$ cat config.mk
export PLATFORM = sky130hd
export DESIGN_NAME = adc_frame_sync_ctrl_flat
export DESIGN_NICKNAME = d
export VERILOG_FILES = /design/src/rtl/adc_frame_sync_if.sv /design/src/rtl/adc_frame_sync_ctrl.sv /design/src/flat_wrapper.sv
export SDC_FILE = /design/constraint.sdc
export NUM_CORES = 1
export LEC_CHECK = 0
export BUFFER_PORTS_ARGS = -buffer_cell sky130_fd_sc_hd__buf_2
export CAP_MARGIN = 0
export CORE_ASPECT_RATIO = 0.9
export CORE_MARGIN = 5
export CORE_UTILIZATION = 48
export DETAILED_ROUTE_END_ITERATION = 8
export GPL_ROUTABILITY_DRIVEN = 0
export PLACE_DENSITY = 0.82
export SKIP_CTS_REPAIR_TIMING = 1
export SLEW_MARGIN = 15
export SYNTH_ARGS = -nofsm -noshare
export SYNTH_HDL_FRONTEND = slang
export SYNTH_SLANG_ARGS = --single-unit
$ cat constraint.sdc
create_clock -name dco_clk -period 2.8 [get_ports dco_clk]
set_input_delay 0.56 -clock dco_clk [delete_from_list [all_inputs] [get_ports dco_clk]]
set_output_delay 0.56 -clock dco_clk [all_outputs]
set_load 0.01 [all_outputs]
$ cat src/rtl/adc_frame_sync_if.sv
// Deserializer-to-FIFO word bus seen by the frame-sync controller.
// master: stream source / FIFO side; slave: the controller.
interface adc_frame_sync_if #(
    parameter int unsigned W = 16
);
    logic         word_valid;
    logic [W-1:0] word_in;
    logic         fco;
    logic         fifo_full;
    logic         wr_en;
    logic [W-1:0] word_out;
    logic         frame_start;

    modport master (
        output word_valid, word_in, fco, fifo_full,
        input  wr_en, word_out, frame_start
    );

    modport slave (
        input  word_valid, word_in, fco, fifo_full,
        output wr_en, word_out, frame_start
    );
endinterface

$ cat src/rtl/adc_frame_sync_ctrl.sv
// FCO frame-alignment controller: flywheel lock on the frame marker and
// forwarding of aligned, non-overflowing words to the CDC FIFO.
module adc_frame_sync_ctrl #(
    parameter int unsigned W        = 16,
    parameter int unsigned PERIOD   = 16,
    parameter int unsigned LOCK_CNT = 4,
    parameter int unsigned LOSS_CNT = 2,
    parameter int unsigned CNT_W    = 16
) (
    input  logic                      dco_clk,
    input  logic                      rst_n,
    input  logic                      enable,
    adc_frame_sync_if.slave           bus,
    output logic                      aligned,
    output logic [$clog2(PERIOD)-1:0] phase,
    output logic [1:0]                state_o,
    output logic [CNT_W-1:0]          lock_loss_cnt,
    output logic [CNT_W-1:0]          overflow_cnt
);
    localparam int unsigned PW = $clog2(PERIOD);
    localparam int unsigned GW = $clog2(LOCK_CNT + 1);
    localparam int unsigned MW = $clog2(LOSS_CNT + 1);

    typedef enum logic [1:0] {
        ST_IDLE   = 2'd0,
        ST_SEARCH = 2'd1,
        ST_VERIFY = 2'd2,
        ST_LOCKED = 2'd3
    } state_t;

    state_t         state_q, state_d;
    logic [PW-1:0]  pos_q, pos_d;
    logic [GW-1:0]  good_q, good_d;
    logic [MW-1:0]  miss_q, miss_d;
    logic           aligned_q, aligned_d;
    logic           wr_en_q, wr_en_d;
    logic           fs_q, fs_d;
    logic [W-1:0]   word_q, word_d;
    logic [CNT_W-1:0] loss_q, loss_d;
    logic [CNT_W-1:0] ovf_q, ovf_d;

    logic [PW-1:0]  pos_cur_c;
    logic           boundary_c;
    logic [GW-1:0]  good_inc_c;
    logic [MW-1:0]  miss_inc_c;
    logic           writable_c;

    always_ff @(posedge dco_clk or negedge rst_n) begin
        if (!rst_n) begin
            state_q   <= ST_IDLE;
            pos_q     <= '0;
            good_q    <= '0;
            miss_q    <= '0;
            aligned_q <= 1'b0;
            wr_en_q   <= 1'b0;
            fs_q      <= 1'b0;
            word_q    <= '0;
            loss_q    <= '0;
            ovf_q     <= '0;
        end else begin
            state_q   <= state_d;
            pos_q     <= pos_d;
            good_q    <= good_d;
            miss_q    <= miss_d;
            aligned_q <= aligned_d;
            wr_en_q   <= wr_en_d;
            fs_q      <= fs_d;
            word_q    <= word_d;
            loss_q    <= loss_d;
            ovf_q     <= ovf_d;
        end
    end

    always_comb begin
        state_d    = state_q;
        pos_d      = pos_q;
        good_d     = good_q;
        miss_d     = miss_q;
        aligned_d  = aligned_q;
        wr_en_d    = 1'b0;
        fs_d       = 1'b0;
        word_d     = word_q;
        loss_d     = loss_q;
        ovf_d      = ovf_q;
        writable_c = 1'b0;

        pos_cur_c  = (pos_q == PW'(PERIOD - 1)) ? '0 : pos_q + PW'(1);
        boundary_c = (pos_cur_c == '0);
        good_inc_c = good_q + GW'(1);
        miss_inc_c = miss_q + MW'(1);

        if (!enable) begin
            state_d   = ST_IDLE;
            aligned_d = 1'b0;
        end else begin
            unique case (state_q)
                ST_IDLE: state_d = ST_SEARCH;
                ST_SEARCH: begin
                    if (bus.word_valid) begin
                        if (bus.fco) begin
                            pos_d   = '0;
                            good_d  = '0;
                            state_d = ST_VERIFY;
                        end else begin
                            pos_d = pos_cur_c;
                        end
                    end
                end
                ST_VERIFY: begin
                    if (bus.word_valid) begin
                        pos_d = pos_cur_c;
                        if (boundary_c && bus.fco) begin
                            good_d = good_inc_c;
                            if (good_inc_c == GW'(LOCK_CNT)) begin
                                state_d    = ST_LOCKED;
                                aligned_d  = 1'b1;
                                miss_d     = '0;
                                writable_c = 1'b1;
                            end
                        end else if (bus.fco) begin
                            pos_d  = '0;
                            good_d = '0;
                        end else if (boundary_c) begin
                            state_d = ST_SEARCH;
                        end
                    end
                end
                ST_LOCKED: begin
                    // Flywheel: position never re-anchors while locked
                    if (bus.word_valid) begin
                        pos_d = pos_cur_c;
                        if (bus.fco != boundary_c) begin
                            miss_d = miss_inc_c;
                            if (miss_inc_c == MW'(LOSS_CNT)) begin
                                state_d   = ST_SEARCH;
                                aligned_d = 1'b0;
                                miss_d    = '0;
                                loss_d    = (loss_q == '1) ? loss_q : loss_q + CNT_W'(1);
                            end else begin
                                writable_c = 1'b1;
                            end
                        end else begin
                            if (boundary_c) miss_d = '0;
                            writable_c = 1'b1;
                        end
                    end
                end
                default: state_d = ST_IDLE;
            endcase
        end

        // Full FIFO drops the word outright; the source cannot be stalled
        if (writable_c) begin
            if (!bus.fifo_full) begin
                wr_en_d = 1'b1;
                word_d  = bus.word_in;
                fs_d    = boundary_c;
            end else begin
                ovf_d = (ovf_q == '1) ? ovf_q : ovf_q + CNT_W'(1);
            end
        end
    end

    assign bus.wr_en       = wr_en_q;
    assign bus.word_out    = word_q;
    assign bus.frame_start = fs_q;
    assign aligned         = aligned_q;
    assign phase           = pos_q;
    assign state_o         = state_q;
    assign lock_loss_cnt   = loss_q;
    assign overflow_cnt    = ovf_q;
endmodule

$ cat src/flat_wrapper.sv
// flat-port wrapper written by rule: the top's interface ports become plain ports
module adc_frame_sync_ctrl_flat 
#(
    parameter int unsigned W        = 16,
    parameter int unsigned PERIOD   = 16,
    parameter int unsigned LOCK_CNT = 4,
    parameter int unsigned LOSS_CNT = 2,
    parameter int unsigned CNT_W    = 16
)
  (dco_clk, rst_n, enable, aligned, phase, state_o, lock_loss_cnt, overflow_cnt, bus_word_valid, bus_word_in, bus_fco, bus_fifo_full, bus_wr_en, bus_word_out, bus_frame_start);
  adc_frame_sync_if #(.W(W)) bus_i ();
  input  logic dco_clk;
  input  logic rst_n;
  input  logic enable;
  output logic aligned;
  output logic [$clog2(PERIOD)-1:0] phase;
  output logic [1:0] state_o;
  output logic [CNT_W-1:0] lock_loss_cnt;
  output logic [CNT_W-1:0] overflow_cnt;
  input wire logic [$bits(bus_i.word_valid)-1:0] bus_word_valid;
  input wire logic [$bits(bus_i.word_in)-1:0] bus_word_in;
  input wire logic [$bits(bus_i.fco)-1:0] bus_fco;
  input wire logic [$bits(bus_i.fifo_full)-1:0] bus_fifo_full;
  output wire logic [$bits(bus_i.wr_en)-1:0] bus_wr_en;
  output wire logic [$bits(bus_i.word_out)-1:0] bus_word_out;
  output wire logic [$bits(bus_i.frame_start)-1:0] bus_frame_start;
  assign bus_i.word_valid = bus_word_valid;
  assign bus_i.word_in = bus_word_in;
  assign bus_i.fco = bus_fco;
  assign bus_i.fifo_full = bus_fifo_full;
  assign bus_wr_en = bus_i.wr_en;
  assign bus_word_out = bus_i.word_out;
  assign bus_frame_start = bus_i.frame_start;
  adc_frame_sync_ctrl #(.W(W), .PERIOD(PERIOD), .LOCK_CNT(LOCK_CNT), .LOSS_CNT(LOSS_CNT), .CNT_W(CNT_W)) u_core (.dco_clk(dco_clk), .rst_n(rst_n), .enable(enable), .bus(bus_i), .aligned(aligned), .phase(phase), .state_o(state_o), .lock_loss_cnt(lock_loss_cnt), .overflow_cnt(overflow_cnt));
endmodule
Yosys cells after proc, flatten, opt, wreduce, memory -nomap -nowiden:

Index checks and enable logic that the tools add are counted.

* output and inout bits: 57
* word-level logic and storage cells: 111
* register bits after elaboration: 62
* bits of input ports: 22

* multiplexer cells: 52
* bitwise gates (word level): 3
* reduce and logical (&&, ||, !) cells: 14
* add/subtract/negate cells: 5
* equal/unequal tests: 27

Operators with widths (number)
* $mux 2: 18
* $add 16x1->16 const B: 2
* $eq 16x16->1 const B: 2
* $mux 4: 6
* $mux 1: 18
* $reduce_and 7->1: 2
* $mux 3: 4
* $ne 3x2->1 const B: 4
* $ne 3x3->1 const B: 4
* $pmux 4 s3: 1
* $reduce_and 9->1: 1
* $pmux 2 s4: 1
* $eq 2x2->1 const B: 3
* $ne 2x2->1 const B: 3
* $ne 3x1->1 const B: 2
* $pmux 3 s2: 1
* $reduce_and 6->1: 1
* $reduce_and 5->1: 1
* $add 4x1->4 const B: 1
* $eq 4x4->1 const B: 1
* $logic_not 4->1: 1
* $ne 2x1->1 const B: 2
* $ne 4x2->1 const B: 1
* $ne 4x3->1 const B: 1
* 16 further kinds: 20

Logic depth before layout (Yosys ltp):

Gate-level depths: netlist (run 1).

* word-level depth: 9
* gate-level depth with buffers: 12
* depth with buffers taken out: 11

Worst setup path before layout (run 1):

Ideal clock, no wire load.

* path type: register -> register
* start: register u_core.pos_q[0] (netlist: u_core.phase[0])
* end: register u_core.ovf_q[14] (netlist: u_core.overflow_cnt[14])
* data required time: 2672 ps
* path buffers: 0
* arrival time: 2919 ps
* stages on the path, launching flop included: 12
* library setup time: 128 ps
* clock period less this slack: 3047 ps
* path slack: -247 ps
* cell sequence: dfrtp_1 > ha_1 > or3_1 > o21ai_0 > nand2_1 > inv_1 > ha_1 > and3b_1 > o32ai_2 > nor3b_2 > nand3_1 > mux2_1

* cells in the longest elaborated chain, start to end: 9
* elaborated cells on any way between the ends: 13
* those cells by class: add/sub (1); eq/ne (2); mux (7); reduce/logical (3)

RTL lines
* start: declaration: line adc_frame_sync_ctrl.sv:32 `logic [PW-1:0] pos_q, pos_d;`
* start signal: assignment: line adc_frame_sync_ctrl.sv:62 `pos_q <= pos_d;`
* $add 4x1->4 or $eq 4x4->1 (tied branches): line adc_frame_sync_ctrl.sv:87 `pos_cur_c = (pos_q == PW'(PERIOD - 1)) ? '0 : pos_q + PW'(1);`
* $mux 4 *: line adc_frame_sync_ctrl.sv:87
* $logic_not 4->1 *: line adc_frame_sync_ctrl.sv:88 `boundary_c = (pos_cur_c == '0);`
* $ne 1x1->1 or $logic_and 1x1->1 (tied branches): line adc_frame_sync_ctrl.sv:132, adc_frame_sync_ctrl.sv:112
* $mux 1 (on tied branches): line adc_frame_sync_ctrl.sv:132, adc_frame_sync_ctrl.sv:112
* $mux 1 (on tied branches): line adc_frame_sync_ctrl.sv:130, adc_frame_sync_ctrl.sv:110
* $pmux 1 s2 *: line adc_frame_sync_ctrl.sv:96 `unique case (state_q)`
* $mux 1 *: line adc_frame_sync_ctrl.sv:92 `if (!enable) begin`
* $reduce_and 3->1 (no line) *
* end signal: assignment: line adc_frame_sync_ctrl.sv:70 `ovf_q <= ovf_d;`
* end: declaration: line adc_frame_sync_ctrl.sv:40 `logic [CNT_W-1:0] ovf_q, ovf_d;`

Mark *: on every way between the ends. The rest lies on a longest branch, timed or not.
A chain may end at the register's enable or synchronous reset.

Worst setup path in the final report (run 1):

Same ends and word-level chain as after synthesis.

==> flow_metrics.tcl, run 1 <==
set metrics [dict create \
    status "completed" \
    ys_seq_area_share_pct 50.5 \
    synth_area_sq_um 3070 \
    synth-seq-cells 62 \
    crit_path_start_kind "flop" \
    worst_pin_slew_ns 0.487 \
    io_pins 79 \
    via_per_inst 5.31 \
    layout_min_cycle_time_ns 2.78 \
    synth_top_area_share_pct 50.5 \
    final_nets 422 \
    required_ns 3.02 \
    met2_usage_pct 27.8 \
    die_w_um 94.3 \
    mostFrequentLayoutCell "buf_2" \
    first_pass_iters 4 \
    mostFrequentLayoutCells "buf_2, dfrtp_1, nand2_1" \
    finalCritPeriodShare_pct 99.2 \
    total_power_mw 2.21 \
    route.vias.total 2552 \
    drtIter0Drc 147 \
    grt_start_max_net_pins 26 \
    grt_usage_pct 17.9 \
    setup_viol_count_final 0 \
    busiest_layer "met2" \
    max-vdd-ir-drop_uv 426 \
    coreArea_sq_um 6180 \
    netlist_top_cells_area "dfrtp_1, xnor2_1, ha_1" \
    drive_gt1_share_pct 34.8 \
    yosysUniqueCellTypes 47 \
    initial_core_util_pct 49.7 \
    tns_ns 0 \
    syn_nets 321 \
    wl_per_cell_um 14.0 \
    clockBufferDepth 2 \
    synth.largest_area_cell "dfrtp_1" \
    avgSynthCellArea_sq_um 10.7 \
    portBuffers 78 \
    powerDensity_nw_per_um2 563 \
    p_leak_nw 2.03 \
    cts_tree "done" \
    cts-root-buf "clkbuf_8" \
    cp_max_fo 5 \
    hold_viol 0 \
    grt_pass1_vias 2492 \
    maxCapViolations 0 \
    wl_mm 6.76 \
    chipHeight_um 85.9 \
    ys_warn_count 0 \
    htreeDepth 3 \
    end_kind "flop" \
    slew_viol_final 0 \
    fmax_mhz 360 \
    hold_path.class "in2async" \
    timing.setup.critical_path_class "reg2reg" \
    clk_pin_slew_ns 0.07 \
    area_growth_pct 28.0 \
    skew_ns 0.00561 \
    relSlewSlack_pct 67.3 \
    synthFlopType "dfrtp_1" \
    antenna_found_initial 0 \
    async_flop_share_pct 100 \
    grt_util_met1_pct 24.1 \
    worstSkewPairLatency_ns 0.34 \
    clock-sinks 62 \
    rsz0062_at_grt "yes" \
    synthCells 288 \
    grt_pass1_wl_mm 11.6 \
    synth_edf_count 0 \
    cts_made_buffers 9 \
    hpwl_mm 5.03 \
    rows 27 \
    drc 0 \
    n_antenna_cell 0 \
    met3_usage_pct 5.96 \
    fill_cells 516 \
    die_area_sq_um 8100 \
    worstPathArrival_ns 3.00 \
    overflow 0 \
    antenna_left 0 \
]
[final cells by class]
cell class	instances	area, sq um	share of cell area [%]
well taps	87	109	2.77
clock buffers	11	131	3.34
flip-flops and latches	62	1550	39.5
clock inverters	5	35.0	0.891
repair buffers	95	534	13.6
multi-input cells	211	1530	38.9
inverters	10	37.5	0.955
[synth_stat cells, drive strengths merged (2+ instances only)]
| master | count |
|---|---|
| a21o | 2 |
| a21oi | 8 |
| a31oi | 4 |
| and2 | 2 |
| and3 | 4 |
| and3b | 2 |
| buf | 4 |
| dfrtp | 62 |
| ha | 11 |
| inv | 10 |
| mux2 | 19 |
| nand2 | 31 |
| nand2b | 4 |
| nand3 | 19 |
| nand3b | 3 |
| nand4 | 14 |
| nor2 | 16 |
| nor2b | 2 |
| nor3 | 6 |
| nor3b | 3 |
| nor4 | 3 |
| o21a | 2 |
| o21ai | 13 |
| or3 | 3 |
| xnor2 | 20 |
| xor2 | 6 |
[logic make-up (layout without fill, tap and decap cells)]
group | Yosys count | count (layout) | share of synthesized area [%]
XOR/XNOR | 26 | 26 | 7.41
flip-flops | 62 | 62 | 50.5
AO/OA/AOI/OAI | 39 | 39 | 8.27
AND/OR/NAND/NOR | 116 | 116 | 20.2
multiplexers | 19 | 19 | 6.96
adder cells (fa/ha/maj) | 11 | 11 | 4.48
buffers and inverters | 15 | 121 | 2.20
[worst max-delay path: stages, from the launching register on]
cell and delay [ns]:
dfrtp_2 0.43, ha_4 0.17, or3_1 0.38, o21ai_2 0.07, nand2_1 0.09, inv_2 0.08
ha_4 0.21, and3b_2 0.24, o32ai_4 0.24, nor3b_4 0.29, nand3_1 0.14, mux2_4 0.32
[power by group]
part	leakage [nW]	switching [mW]	total, mW	internal (mW)
clock	0.0837	0.352	0.675	0.323
combinational	1.10	0.280	0.514	0.235
sequential	0.848	0.0568	1.02	0.968
total	2.03	0.688	2.21	1.53
[sequential cells by signal (all words and copies together) (netlist names)]
name,count
u_core.good_q,3
u_core.lock_loss_cnt,16
u_core.bus.wr_en,1
u_core.miss_q,2
u_core.bus.word_out,16
u_core.overflow_cnt,16
u_core.phase,4
u_core.aligned,1
u_core.state_o,2
u_core.bus.frame_start,1
[per-stage QoR]
stage	hold slack [ns]	cell area [sq um]	utilization (%)	std cells	setup slack, ns
floorplan	0.264	3130	-	288	0.00302
finish	0.155	3930	63.6	481	0.0217
global placement	0.464	3680	59.6	458	0.109
detailed placement	0.473	3680	59.6	458	0.0239
CTS	0.145	3850	62.3	474	0.00961
global route	0.162	3930	63.6	481	-0.109
[layer usage]
layer / part of all wire (%) / wire, um
met5: 0 / 0
met4: 0.75 / 51
met3: 6.9 / 468
met2: 45 / 3020
met1: 48 / 3220
[path summary, 6_finish.rpt]
| check | from | endpoint | slack (ns) | depth (start not counted) |
|---|---|---|---|---|
| hold reg to reg | u_core.bus.word_out[9] | u_core.bus.word_out[9] | 0.48 | 1 |
| hold / removal | rst_n | u_core.lock_loss_cnt[12] | 0.15 | 1 |
| setup reg to reg | u_core.phase[0] | u_core.overflow_cnt[14] | 0.02 | 11 |
| min in group dco_clk | bus_word_in[8] | u_core.bus.word_out[8] | 0.44 | 2 |
| max in group asynchronous | rst_n | u_core.overflow_cnt[10] | 1.97 | 2 |
| setup / recovery | u_core.phase[0] | u_core.overflow_cnt[14] | 0.02 | 11 |
(Power assumes the default switching activity.)
==> run 2: changes to the inputs <==
Settings changed: ABC_AREA set to 1, CORE_UTILIZATION 48 to 50, CTS_CLUSTER_SIZE set to 14, PLACE_DENSITY 0.82 to 0.83.
Clock period 2.8 ns to 2.5 ns, I/O delays scaled along.
==> flow_metrics.tcl, run 2 <==
set metrics [dict create \
    mostFrequentLayoutCell "nand2_1" \
    hpwl_mm 6.20 \
    cp-startpoint "u_core.phase[0]" \
    hold_path.class "in2async" \
    route.vias.total 3300 \
    worstSkewPairLatency_ns 0.34 \
    die_w_um 100 \
    required_ns 2.73 \
    synthFlopType "dfrtp_1" \
    fmax_mhz 437 \
    netlist_top_cells_area "dfrtp_1, nand2_1, o21ai_0" \
    reg2reg_depth 14 \
    io_pins 79 \
    portBuffers 78 \
    cp_max_fo 13 \
    grt_pass1_vias 3281 \
    placed_area_sq_um 4120 \
    finalCritPeriodShare_pct 91.5 \
    internal-power_mw 1.78 \
    avgSynthCellArea_sq_um 7.88 \
    timing.setup.critical_path_class "reg2reg" \
    path_cells "ha_1 -> nand2_1 -> nand2_1 -> nand2_1 -> nand2_1 -> nand2_2 -> inv_1 -> ha_4 -> nand4_4 -> nor2_4 -> nand2_2 -> buf_4 -> nand2_1 -> o21ai_0" \
    combPwrFrac_pct 18.6 \
    synth_top_area_share_pct 42.4 \
    maxCapViolations 0 \
    stdcell_area_sq_um 4410 \
    synth_edf_count 0 \
    antenna_found_initial 0 \
    final_nets 583 \
    crit_path_max_incr_delay_ns 0.38 \
    crit_family "simple AND/OR/NAND/NOR gates" \
    initial_core_util_pct 51.7 \
    grt_usage_pct 19.3 \
    relSlewSlack_pct 66.2 \
    mostFrequentLayoutCells "nand2_1, buf_2, dfrtp_1" \
    rows 29 \
    swShare_pct 28.5 \
    clk_pin_slew_ns 0.07 \
    cts_made_buffers 9 \
    reg2reg_slack_ns 0.21 \
    synth-seq-cells 62 \
    async_flop_share_pct 100 \
    wl_mm 8.28 \
    fill_cells 638 \
    synth_area_sq_um 3660 \
    yosys-top-cells-count "nand2_1, dfrtp_1, inv_1, nor2_1, o21ai_0" \
    slew_viol_final 0 \
    cts_tree "done" \
    path_buf_inv 2 \
    p_clk_share_pct 36.4 \
    htreeDepth 3 \
    ys_seq_area_share_pct 42.4 \
    cp_slowest_cell "dfrtp_1" \
    setup_viol_count_final 0 \
    worst_pin_slew_ns 0.508 \
    chipHeight_um 91.1 \
    drc 0 \
    worstReg2RegStart "u_core.phase[0]" \
    overflow 0 \
    via_per_inst 5.10 \
    layout_min_cycle_time_ns 2.29 \
    grt_pass1_wl_mm 14.6 \
    hold_viol 0 \
    hold_ws_ns 0.130 \
    synth.largest_area_cell "dfrtp_1" \
    synth.most_common_cell "nand2_1" \
    skew_ns 0.0115 \
    switching_power_mw 0.708 \
    rsz0062_at_grt "no" \
    total_power_mw 2.48 \
    worstPathArrival_ns 2.51 \
    clockBufferDepth 2 \
    area_growth_pct 20.7 \
    tns_ns 0 \
    p_leak_nw 2.37 \
    crit_path_start_kind "flop" \
    grt_start_max_net_pins 23 \
    crit_top_cell "nand2_1" \
    cts-root-buf "clkbuf_8" \
    n_antenna_cell 0 \
    die_area_sq_um 9120 \
    powerDensity_nw_per_um2 563 \
    end_kind "flop" \
    power_frac_seq_pct 45.0 \
    max-vdd-ir-drop_uv 302 \
    status "completed" \
    drtIter0Drc 155 \
    yosysUniqueCellTypes 37 \
    synthCells 464 \
    clock-sinks 62 \
    first_pass_iters 4 \
    drive_gt1_share_pct 26.9 \
    ys_warn_count 0 \
    wl_per_cell_um 12.8 \
    syn_nets 497 \
    antenna_left 0 \
    reg2reg_to "u_core.lock_loss_cnt[2]" \
    coreArea_sq_um 7080 \
]
-- run 2: cell types whose count changed after synthesis, moves of 5 or more --
| cell | previous run | this run |
|---|---|---|
| buf_4 | 0 | 5 |
| nand2_2 | 1 | 21 |
| o21ai_0 | 13 | 30 |
| nand4_1 | 14 | 7 |
| nand3_1 | 19 | 24 |
| nand2_1 | 30 | 174 |
| nor2_4 | 0 | 5 |
| mux2_2 | 10 | 0 |
| mux2_1 | 9 | 0 |
| nor2_1 | 16 | 30 |
| inv_1 | 10 | 30 |
-- run 2: how the worst max path moves through the flow --
| stage | depth (start not counted) | slack, ns | endpoint |
|---|---|---|---|
| after floorplan | 14 | 0.25 | u_core.lock_loss_cnt[3] |
| after global placement | 13 | 0.21 | u_core.lock_loss_cnt[0] |
| after detailed placement | 14 | 0.08 | u_core.lock_loss_cnt[11] |
| after CTS | 14 | 0.07 | u_core.lock_loss_cnt[11] |
| after global routing | 14 | 0.02 | u_core.lock_loss_cnt[2] |
| final | 14 | 0.21 | u_core.lock_loss_cnt[2] |
-- run 2: power by group through the flow --
stage	Sequential (mW)	Combinational (mW)	Clock [mW]
2_1_floorplan	1.16	0.244	0
3_3_place_gp	1.13	0.432	0
3_5_place_dp	1.14	0.446	0
4_1_cts	1.12	0.446	0.936
5_1_grt	1.13	0.533	0.986
6_report	1.12	0.461	0.904
-- run 2: routing by layer --
| metal | GRT usage [%] | routed length (um) |
|---|---|---|
| met1 | 25.7 | 3730 |
| met2 | 30.2 | 3970 |
| met3 | 5.13 | 460 |
| met4 | 6.85 | 117 |
| met5 | 0 | 0 |
-- run 2: cells by family after synthesis --
kind of cell	share of synthesized area, %
AND/OR/NAND/NOR	35.1
flip-flops	42.4
adder cells (fa/ha/maj)	3.76
AO/OA/AOI/OAI	7.29
multiplexers	0.274
XOR/XNOR	5.27
buffers and inverters	5.85
-- run 2: final cells by class --
cell class | instances | area [sq um] | share of cell area (%)
clock inverters | 3 | 42.5 | 0.964
inverters | 34 | 129 | 2.92
repair buffers | 86 | 475 | 10.8
flip-flops and latches | 62 | 1550 | 35.1
multi-input cells | 357 | 1930 | 43.8
well taps | 93 | 116 | 2.64
clock buffers | 12 | 165 | 3.74
-- run 2: metrics by stage --
stage               cells  utilization (%)  worst slack [ns]
finish                647             62.4             0.212
global route          647             62.4            0.0234
CTS                   645             61.2            0.0661
detailed placement    630             58.2            0.0818
global placement      630             58.2             0.208
floorplan             464                -             0.249
